--- src/rtl/alu_cpu_pkg.sv ---
// Shared constants, opcodes and FSM state encoding for the alu_cpu execution core.
package alu_cpu_pkg;

  localparam int DATA_W   = 8;
  localparam int REG_AW   = 3;
  localparam int NUM_REGS = 1 << REG_AW;

  localparam logic [2:0] OP_ADD = 3'b000;
  localparam logic [2:0] OP_SUB = 3'b001;
  localparam logic [2:0] OP_AND = 3'b010;
  localparam logic [2:0] OP_OR  = 3'b011;
  localparam logic [2:0] OP_XOR = 3'b100;
  localparam logic [2:0] OP_SHL = 3'b101;
  localparam logic [2:0] OP_SHR = 3'b110;
  localparam logic [2:0] OP_MOV = 3'b111;

  typedef enum logic [2:0] {
    IDLE   = 3'd0,
    DECODE = 3'd1,
    EXEC   = 3'd2,
    WRITE  = 3'd3,
    DONE   = 3'd4
  } state_e;

endpackage

--- src/rtl/alu_cpu_top_regfile.sv ---
// 8x8 register file: two combinational read ports, one synchronous write port,
// cleared by synchronous active-low reset.
module register_file
  import alu_cpu_pkg::*;
(
  input  logic              clk,
  input  logic              rst_n,
  input  logic              we,
  input  logic [REG_AW-1:0] waddr,
  input  logic [DATA_W-1:0] wdata,
  input  logic [REG_AW-1:0] raddr_a,
  input  logic [REG_AW-1:0] raddr_b,
  output logic [DATA_W-1:0] rdata_a,
  output logic [DATA_W-1:0] rdata_b
);

  logic [DATA_W-1:0] registers [0:NUM_REGS-1];

  always_ff @(posedge clk) begin
    if (!rst_n) begin
      for (int i = 0; i < NUM_REGS; i++) registers[i] <= '0;
    end else if (we) begin
      registers[waddr] <= wdata;
    end
  end

  assign rdata_a = registers[raddr_a];
  assign rdata_b = registers[raddr_b];

endmodule

--- src/rtl/alu_cpu_top.sv ---
// Register-register execution core: rd = rs1 OP rs2, retired through a
// five-state command FSM (IDLE, DECODE, EXEC, WRITE, DONE).
module alu_cpu_top
  import alu_cpu_pkg::*;
(
  input  logic       clk,
  input  logic       rst_n,
  input  logic       start_cmd,
  input  logic [2:0] op_in,
  input  logic [2:0] rd_in,
  input  logic [2:0] rs1_in,
  input  logic [2:0] rs2_in,
  output logic       cmd_done,
  output logic       z_flag_out,
  output logic       c_flag_out
);

  state_e            state_q, state_d;
  logic [2:0]        op_q, op_d;
  logic [REG_AW-1:0] rd_q, rd_d, rs1_q, rs1_d, rs2_q, rs2_d;
  logic [DATA_W-1:0] a_q, a_d, b_q, b_d, res_q, res_d;
  logic              zr_q, zr_d, cr_q, cr_d;
  logic              z_flag_q, z_flag_d, c_flag_q, c_flag_d;
  logic              done_q, done_d;

  logic              rf_we;
  logic [DATA_W-1:0] rdata_a, rdata_b;
  logic [DATA_W-1:0] alu_res;
  logic              alu_c;
  logic [DATA_W:0]   wide;

  register_file u_regfile (
    .clk     (clk),
    .rst_n   (rst_n),
    .we      (rf_we),
    .waddr   (rd_q),
    .wdata   (res_q),
    .raddr_a (rs1_q),
    .raddr_b (rs2_q),
    .rdata_a (rdata_a),
    .rdata_b (rdata_b)
  );

  // ALU; SUB uses a 9-bit difference so bit DATA_W is the unsigned borrow.
  always_comb begin
    wide    = '0;
    alu_res = '0;
    alu_c   = 1'b0;
    case (op_q)
      OP_ADD: begin
        wide    = {1'b0, a_q} + {1'b0, b_q};
        alu_res = wide[DATA_W-1:0];
        alu_c   = wide[DATA_W];
      end
      OP_SUB: begin
        wide    = {1'b0, a_q} - {1'b0, b_q};
        alu_res = wide[DATA_W-1:0];
        alu_c   = wide[DATA_W];
      end
      OP_AND: alu_res = a_q & b_q;
      OP_OR:  alu_res = a_q | b_q;
      OP_XOR: alu_res = a_q ^ b_q;
      OP_SHL: begin
        alu_res = {a_q[DATA_W-2:0], 1'b0};
        alu_c   = a_q[DATA_W-1];
      end
      OP_SHR: begin
        alu_res = {1'b0, a_q[DATA_W-1:1]};
        alu_c   = a_q[0];
      end
      default: alu_res = b_q;
    endcase
  end

  always_comb begin
    state_d  = state_q;
    op_d     = op_q;
    rd_d     = rd_q;
    rs1_d    = rs1_q;
    rs2_d    = rs2_q;
    a_d      = a_q;
    b_d      = b_q;
    res_d    = res_q;
    zr_d     = zr_q;
    cr_d     = cr_q;
    z_flag_d = z_flag_q;
    c_flag_d = c_flag_q;
    done_d   = 1'b0;
    rf_we    = 1'b0;
    case (state_q)
      IDLE: begin
        if (start_cmd) begin
          op_d    = op_in;
          rd_d    = rd_in;
          rs1_d   = rs1_in;
          rs2_d   = rs2_in;
          state_d = DECODE;
        end
      end
      DECODE: begin
        // Operands captured here, so rd == rs1/rs2 reads the pre-write value.
        a_d     = rdata_a;
        b_d     = rdata_b;
        state_d = EXEC;
      end
      EXEC: begin
        res_d   = alu_res;
        zr_d    = (alu_res == '0);
        cr_d    = alu_c;
        state_d = WRITE;
      end
      WRITE: begin
        rf_we    = 1'b1;
        z_flag_d = zr_q;
        c_flag_d = cr_q;
        done_d   = 1'b1;
        state_d  = DONE;
      end
      DONE:    state_d = IDLE;
      default: state_d = IDLE;
    endcase
  end

  always_ff @(posedge clk) begin
    if (!rst_n) begin
      state_q  <= IDLE;
      op_q     <= '0;
      rd_q     <= '0;
      rs1_q    <= '0;
      rs2_q    <= '0;
      a_q      <= '0;
      b_q      <= '0;
      res_q    <= '0;
      zr_q     <= 1'b0;
      cr_q     <= 1'b0;
      z_flag_q <= 1'b0;
      c_flag_q <= 1'b0;
      done_q   <= 1'b0;
    end else begin
      state_q  <= state_d;
      op_q     <= op_d;
      rd_q     <= rd_d;
      rs1_q    <= rs1_d;
      rs2_q    <= rs2_d;
      a_q      <= a_d;
      b_q      <= b_d;
      res_q    <= res_d;
      zr_q     <= zr_d;
      cr_q     <= cr_d;
      z_flag_q <= z_flag_d;
      c_flag_q <= c_flag_d;
      done_q   <= done_d;
    end
  end

  assign cmd_done   = done_q;
  assign z_flag_out = z_flag_q;
  assign c_flag_out = c_flag_q;

endmodule

--- config.mk ---
export PLATFORM = sky130hd
export DESIGN_NAME = alu_cpu_top
export DESIGN_NICKNAME = d
export VERILOG_FILES = /design/src/rtl/alu_cpu_pkg.sv /design/src/rtl/alu_cpu_top_regfile.sv /design/src/rtl/alu_cpu_top.sv
export SDC_FILE = /design/constraint.sdc
export NUM_CORES = 1
export LEC_CHECK = 0
export ABC_AREA = 1
export CORE_UTILIZATION = 62
export DETAILED_ROUTE_END_ITERATION = 10
export PLACE_DENSITY = 0.8
export REMOVE_ABC_BUFFERS = 1
export SYNTH_ARGS = -nofsm -noshare
export SYNTH_HDL_FRONTEND = slang
export SYNTH_SLANG_ARGS = --single-unit
--- constraint.sdc ---
create_clock -name clk -period 4.6 [get_ports clk]
set_clock_uncertainty 0.1 [all_clocks]
set_input_delay 0.92 -clock clk [delete_from_list [all_inputs] [get_ports clk]]
set_output_delay 0.92 -clock clk [all_outputs]
set_load 0.005 [all_outputs]
[After elaboration in Yosys (flattened, before gate mapping)]
Memories as Yosys holds them, arrays and structs flattened. A register that Yosys moved wholly into a read port is not among the register bits.
Cells that the tools add are included.
Cells by class
  add/sub/neg operators: 2
  multiply operators: 0
  div/mod/pow operators: 0
  $lt $le $gt $ge: 0
  equal/unequal tests: 10
  shifts and indexed selects: 0
  muxes and demuxes: 12
  bitwise gates (word level): 3
  reduce and logical (&&, ||, !) cells: 7
Operators by type and width (number)
  $pmux 8 s7: 1
  $eq 3x2->1 const B: 4
  $pmux 3 s4: 1
  $add 8x8->9: 1
  $eq 3x3->1 const B: 3
  $sub 8x8->9: 1
  $and 8x8->8: 1
  $logic_not 8->1: 1
  $mux 8: 1
  $or 8x8->8: 1
  $reduce_or 8->1: 1
  $xor 8x8->8: 1
  $eq 3x1->1 const B: 2
  $logic_not 3->1: 2
  $mux 1: 6
  $mux 3: 2
  $pmux 1 s4: 1
  $logic_not 1->1: 2
  $ne 2x2->1 const B: 1
  $reduce_and 2->1: 1
Word-level totals
  register bits: 28
  latch bits: 0
  memory bits (writable): 64
  memory bits (read-only): 0
  input bits: 15
  output and inout bits: 3
  memories kept: 1
Memory list
  u_regfile.registers: depth 8, width 8, read ports 2, clocked after Yosys merged registers in 2, wr ports 8, RTL line alu_cpu_top_regfile.sv:17  | logic [DATA_W-1:0] registers [0:NUM_REGS-1];

[Longest topological paths before layout]
  word-level depth: 7
  mapped depth: 16
  mapped depth without buffers: 15

[Cells and area by module]
A second synthesis with hierarchy kept.
Second synthesis, totals
  cell total of the unflattened synthesis: 956
  area, all modules: 6722.7 um2
By module, submodules not included
  register_file: times used 1, cells each 528, area each 3890.0 um2, sequential area each 1921.8 um2
  alu_cpu_top: times used 1, cells each 428, area each 2832.7 um2, sequential area each 880.8 um2

[Worst setup path before layout]
OpenSTA, ideal clock, no wires.
  path type: input-to-reg
  start point: input port rst_n
  end point: memory u_regfile.registers[0][0], enable pin
  arrival time: 1.712 ns
  setup slack: 2.459 ns
  stages: 6
  buffers on the path: 0
  path through: inv_1 nor2_2 inv_1 nor2_2 nand2_2 nand2_1
RTL lines
  start: declaration: RTL line alu_cpu_top.sv:7  | input logic rst_n,
  end: declaration: RTL line alu_cpu_top_regfile.sv:17

==> out/results.txt <==
Vias/cell - 6.12
Worst-margin pin slew - 1.25 ns
Clk_lat worst skew - 0.38 ns
TritonRoute pass-1 iters - 6
Layout Utilization - 0.683
First-pass GRT wire length - 26900 um
Vias in the first global route - 5116
WP data arrival - 3.20 ns
Synthesis-stage register bit count - 108
Hold path startpoint - cr_q$_SDFFE_PN0N_
Wire length on met1 - 7390 um
PortBufs - 17
CP max stage cell - clkdlybuf4s50_1
Top cell type by total area after synthesis - edfxtp_1
Worst EP required - 4.55 ns
Final setup violation count - 0
Synth warn - 0
CTS hold repair buffers - 0
Period minus WS final - 3.26 ns
Inserted Clock Buffers - 9
Initial antenna violation count - 0
Hold path depth - 2
Initial detailed-routing violation count - 581
Met2 wire len - 7810 um
Clock Pin Slew Worst Setup and Hold Paths - 0.10 ns
# IOs - 18
Ranking of synthesized cells by area - edfxtp_1, dfxtp_1, o21ai_0
Remaining global-route overflow - 0
Die height - 103 um
Worst hold path endpoint - cr_q$_SDFFE_PN0N_
Largest net degree at the start of global routing - 58
Total wire length - 17300 um
Setup crit end kind - flop
Fillers - 831
Die ar. - 10700 sq um
Clock Tree Buf Depth - 2
Worst Path Max Fanout - 31
Slew Limit Fails - 0
DR WL/cell - 18.3 um
Family with the most delay on the worst path - buffers and inverters
WL met3 - 1710 um
Reg2Reg Setup Slack - 2.00 ns
Final Hold Vio Count - 0
Die X - 103 um
Mapped Avg Cell Area - 7.80 sq um
Synth unique cells - 39
F_max - 307 MHz
Share of layout cells above drive strength 1 - 0.0628
Clock Sinks - 108
Crit path setup slack, layout - 1.34 ns
Post-CTS setup buffers - 0
Sequential-to-total area share from yosys stat - 0.440
Syn-to-layout area delta - 5.74%
Relative slew slack - 0.165
Vias - 5787
Residual DRC - 0
Critical path buffer and inverter count - 4
Startpoint types - input port
Status - complete, no violations
Tcrit/Tclk final - 0.708
# resized after CTS - 0
Gr usage total - 0.345
Worst R2R Path Depth - 14
Placed inst area - 6530 sq um
Initial Util - 0.645
Antenna violation net count after detailed routing - 0
Post-DP HPWL - 12800 um
Net count, final - 848
Max Cap Viol - 0
H-tree depth - 3
Core box area - 9860 sq um
Worst R2R End - zr_q$_SDFFE_PN0N_
Number of diodes - 0
Max layer used - met4
Critical R2R Launch - a_q[0]$_SDFFE_PN0P_
Largest stage delay, worst path - 0.45 ns
Final Power - 2220 uW
Crit path cell chain - clkdlybuf4s50_1, buf_4, inv_1, nor2_2, inv_1, nor2_2, nand2_2, nand2_1
VDD IR max - 0.359 mV
Dpl ws - 1.00 ns
Gate Count Post-Synth - 816
Pwr/cell area - 330 nW/um^2
Hold crit path type - flop to flop
Std-Cell Rows - 36
Pleak - 0.00260 uW
Final TNS setup - 0 ns
RSZ-0062 raised after global routing - false
TritonCTS clock tree - yes
Post-Syn Area - 6370 sq um
Final Wtd Congestion - 0.921
Crit Path Category - input port to flop
Share of the synthesized area in the top cell type - 0.302
Design Area, Final - 6730 sq um
Root buffer cell - clkbuf_8
kinds of logic (layout without fill, tap and decap cells):
group | count (synthesis) | in the layout | synth area share
and+or+nand+nor | 330 | 330 | 0.233
AOI/OAI and AO/OA | 216 | 216 | 0.185
buffers and inverters | 136 | 132 | 0.0880
adders and majority gates | 26 | 26 | 0.0534
DFF | 108 | 108 | 0.440
cells in the mapped netlist, drive strengths merged:
| cell | n |
|---|---|
| nor2 | 123 |
| nand2 | 120 |
| o21ai | 97 |
| inv | 91 |
| a21oi | 81 |
| edfxtp | 64 |
| nand3 | 58 |
| dfxtp | 44 |
| o211ai | 33 |
| clkbuf | 27 |
| ha | 24 |
| nand4 | 16 |
| buf | 13 |
| nor3 | 7 |
| clkinv | 5 |
| nand3b | 3 |
| o22ai | 3 |
| or2 | 3 |
| fa | 2 |
| a21o | 1 |
| o221ai | 1 |
final cells by class:
type,instances,area (sq um),area share
clock inverter,3,28.8,0.00427
inverter,96,368,0.0546
clock buffer,13,170,0.0253
timing repair buffer,20,193,0.0286
sequential,108,2800,0.416
tap,133,166,0.0247
multi-input combinational,572,3000,0.446
worst min-delay path, cell delays in order (launching register included):
cell and delay [ns]:
dfxtp_1 0.33, nand2_1 0.06, a21oi_1 0.06
cell usage in the layout (no fill, tap or decap), types with 10 or more instances in the layout:
master and instances:
nand2_2 11, a21oi_1 80, o211ai_1 33, nand2_1 108
o21ai_0 93, clkbuf_8 10, nor2_1 116, nand3_1 55
edfxtp_1 64, ha_1 24, dfxtp_1 44, inv_1 84
nand4_1 16, clkdlybuf4s50_1 17
where the power goes:
part,internal (uW),leakage (uW),switching [uW]
logic,152,0.00147,347
registers,1070,0.00102,64.8
clock network,253,0.000101,335
per-layer routing:
layer  global-route usage  up-vias
met5                    0        -
met4                0.111        0
met3               0.0907       39
met2                0.537      264
met1                0.473     2740
li1                     -     2744
worst max-delay path by stage:
| stage | depth (start not counted) | startpoint | to |
|---|---|---|---|
| after floorplan | 6 | rst_n | u_regfile.registers[0][0]$_SDFFCE_PN0P_ |
| after global placement | 8 | rst_n | u_regfile.registers[4][4]$_SDFFCE_PN0P_ |
| after detailed placement | 8 | rst_n | u_regfile.registers[0][7]$_SDFFCE_PN0P_ |
| after CTS | 8 | rst_n | u_regfile.registers[0][7]$_SDFFCE_PN0P_ |
| after global routing | 8 | rst_n | u_regfile.registers[0][7]$_SDFFCE_PN0P_ |
| final | 8 | rst_n | u_regfile.registers[0][7]$_SDFFCE_PN0P_ |
per-stage QoR:
step                      hold WS [ns]  instances
final                            0.384        945
after global routing             0.415        945
after CTS                        0.388        945
after detailed placement         0.371        929
after global placement           0.368        929
after floorplan                  0.346        776
flip-flops by register name (all words and copies together) (netlist names), 3 cells and up:
signal	count
state_q	3
b_q	8
rs2_q	3
rs1_q	3
rd_q	3
a_q	8
op_q	3
u_regfile.registers	64
res_q	8
No activity file was read; power rests on OpenSTA's default activity.
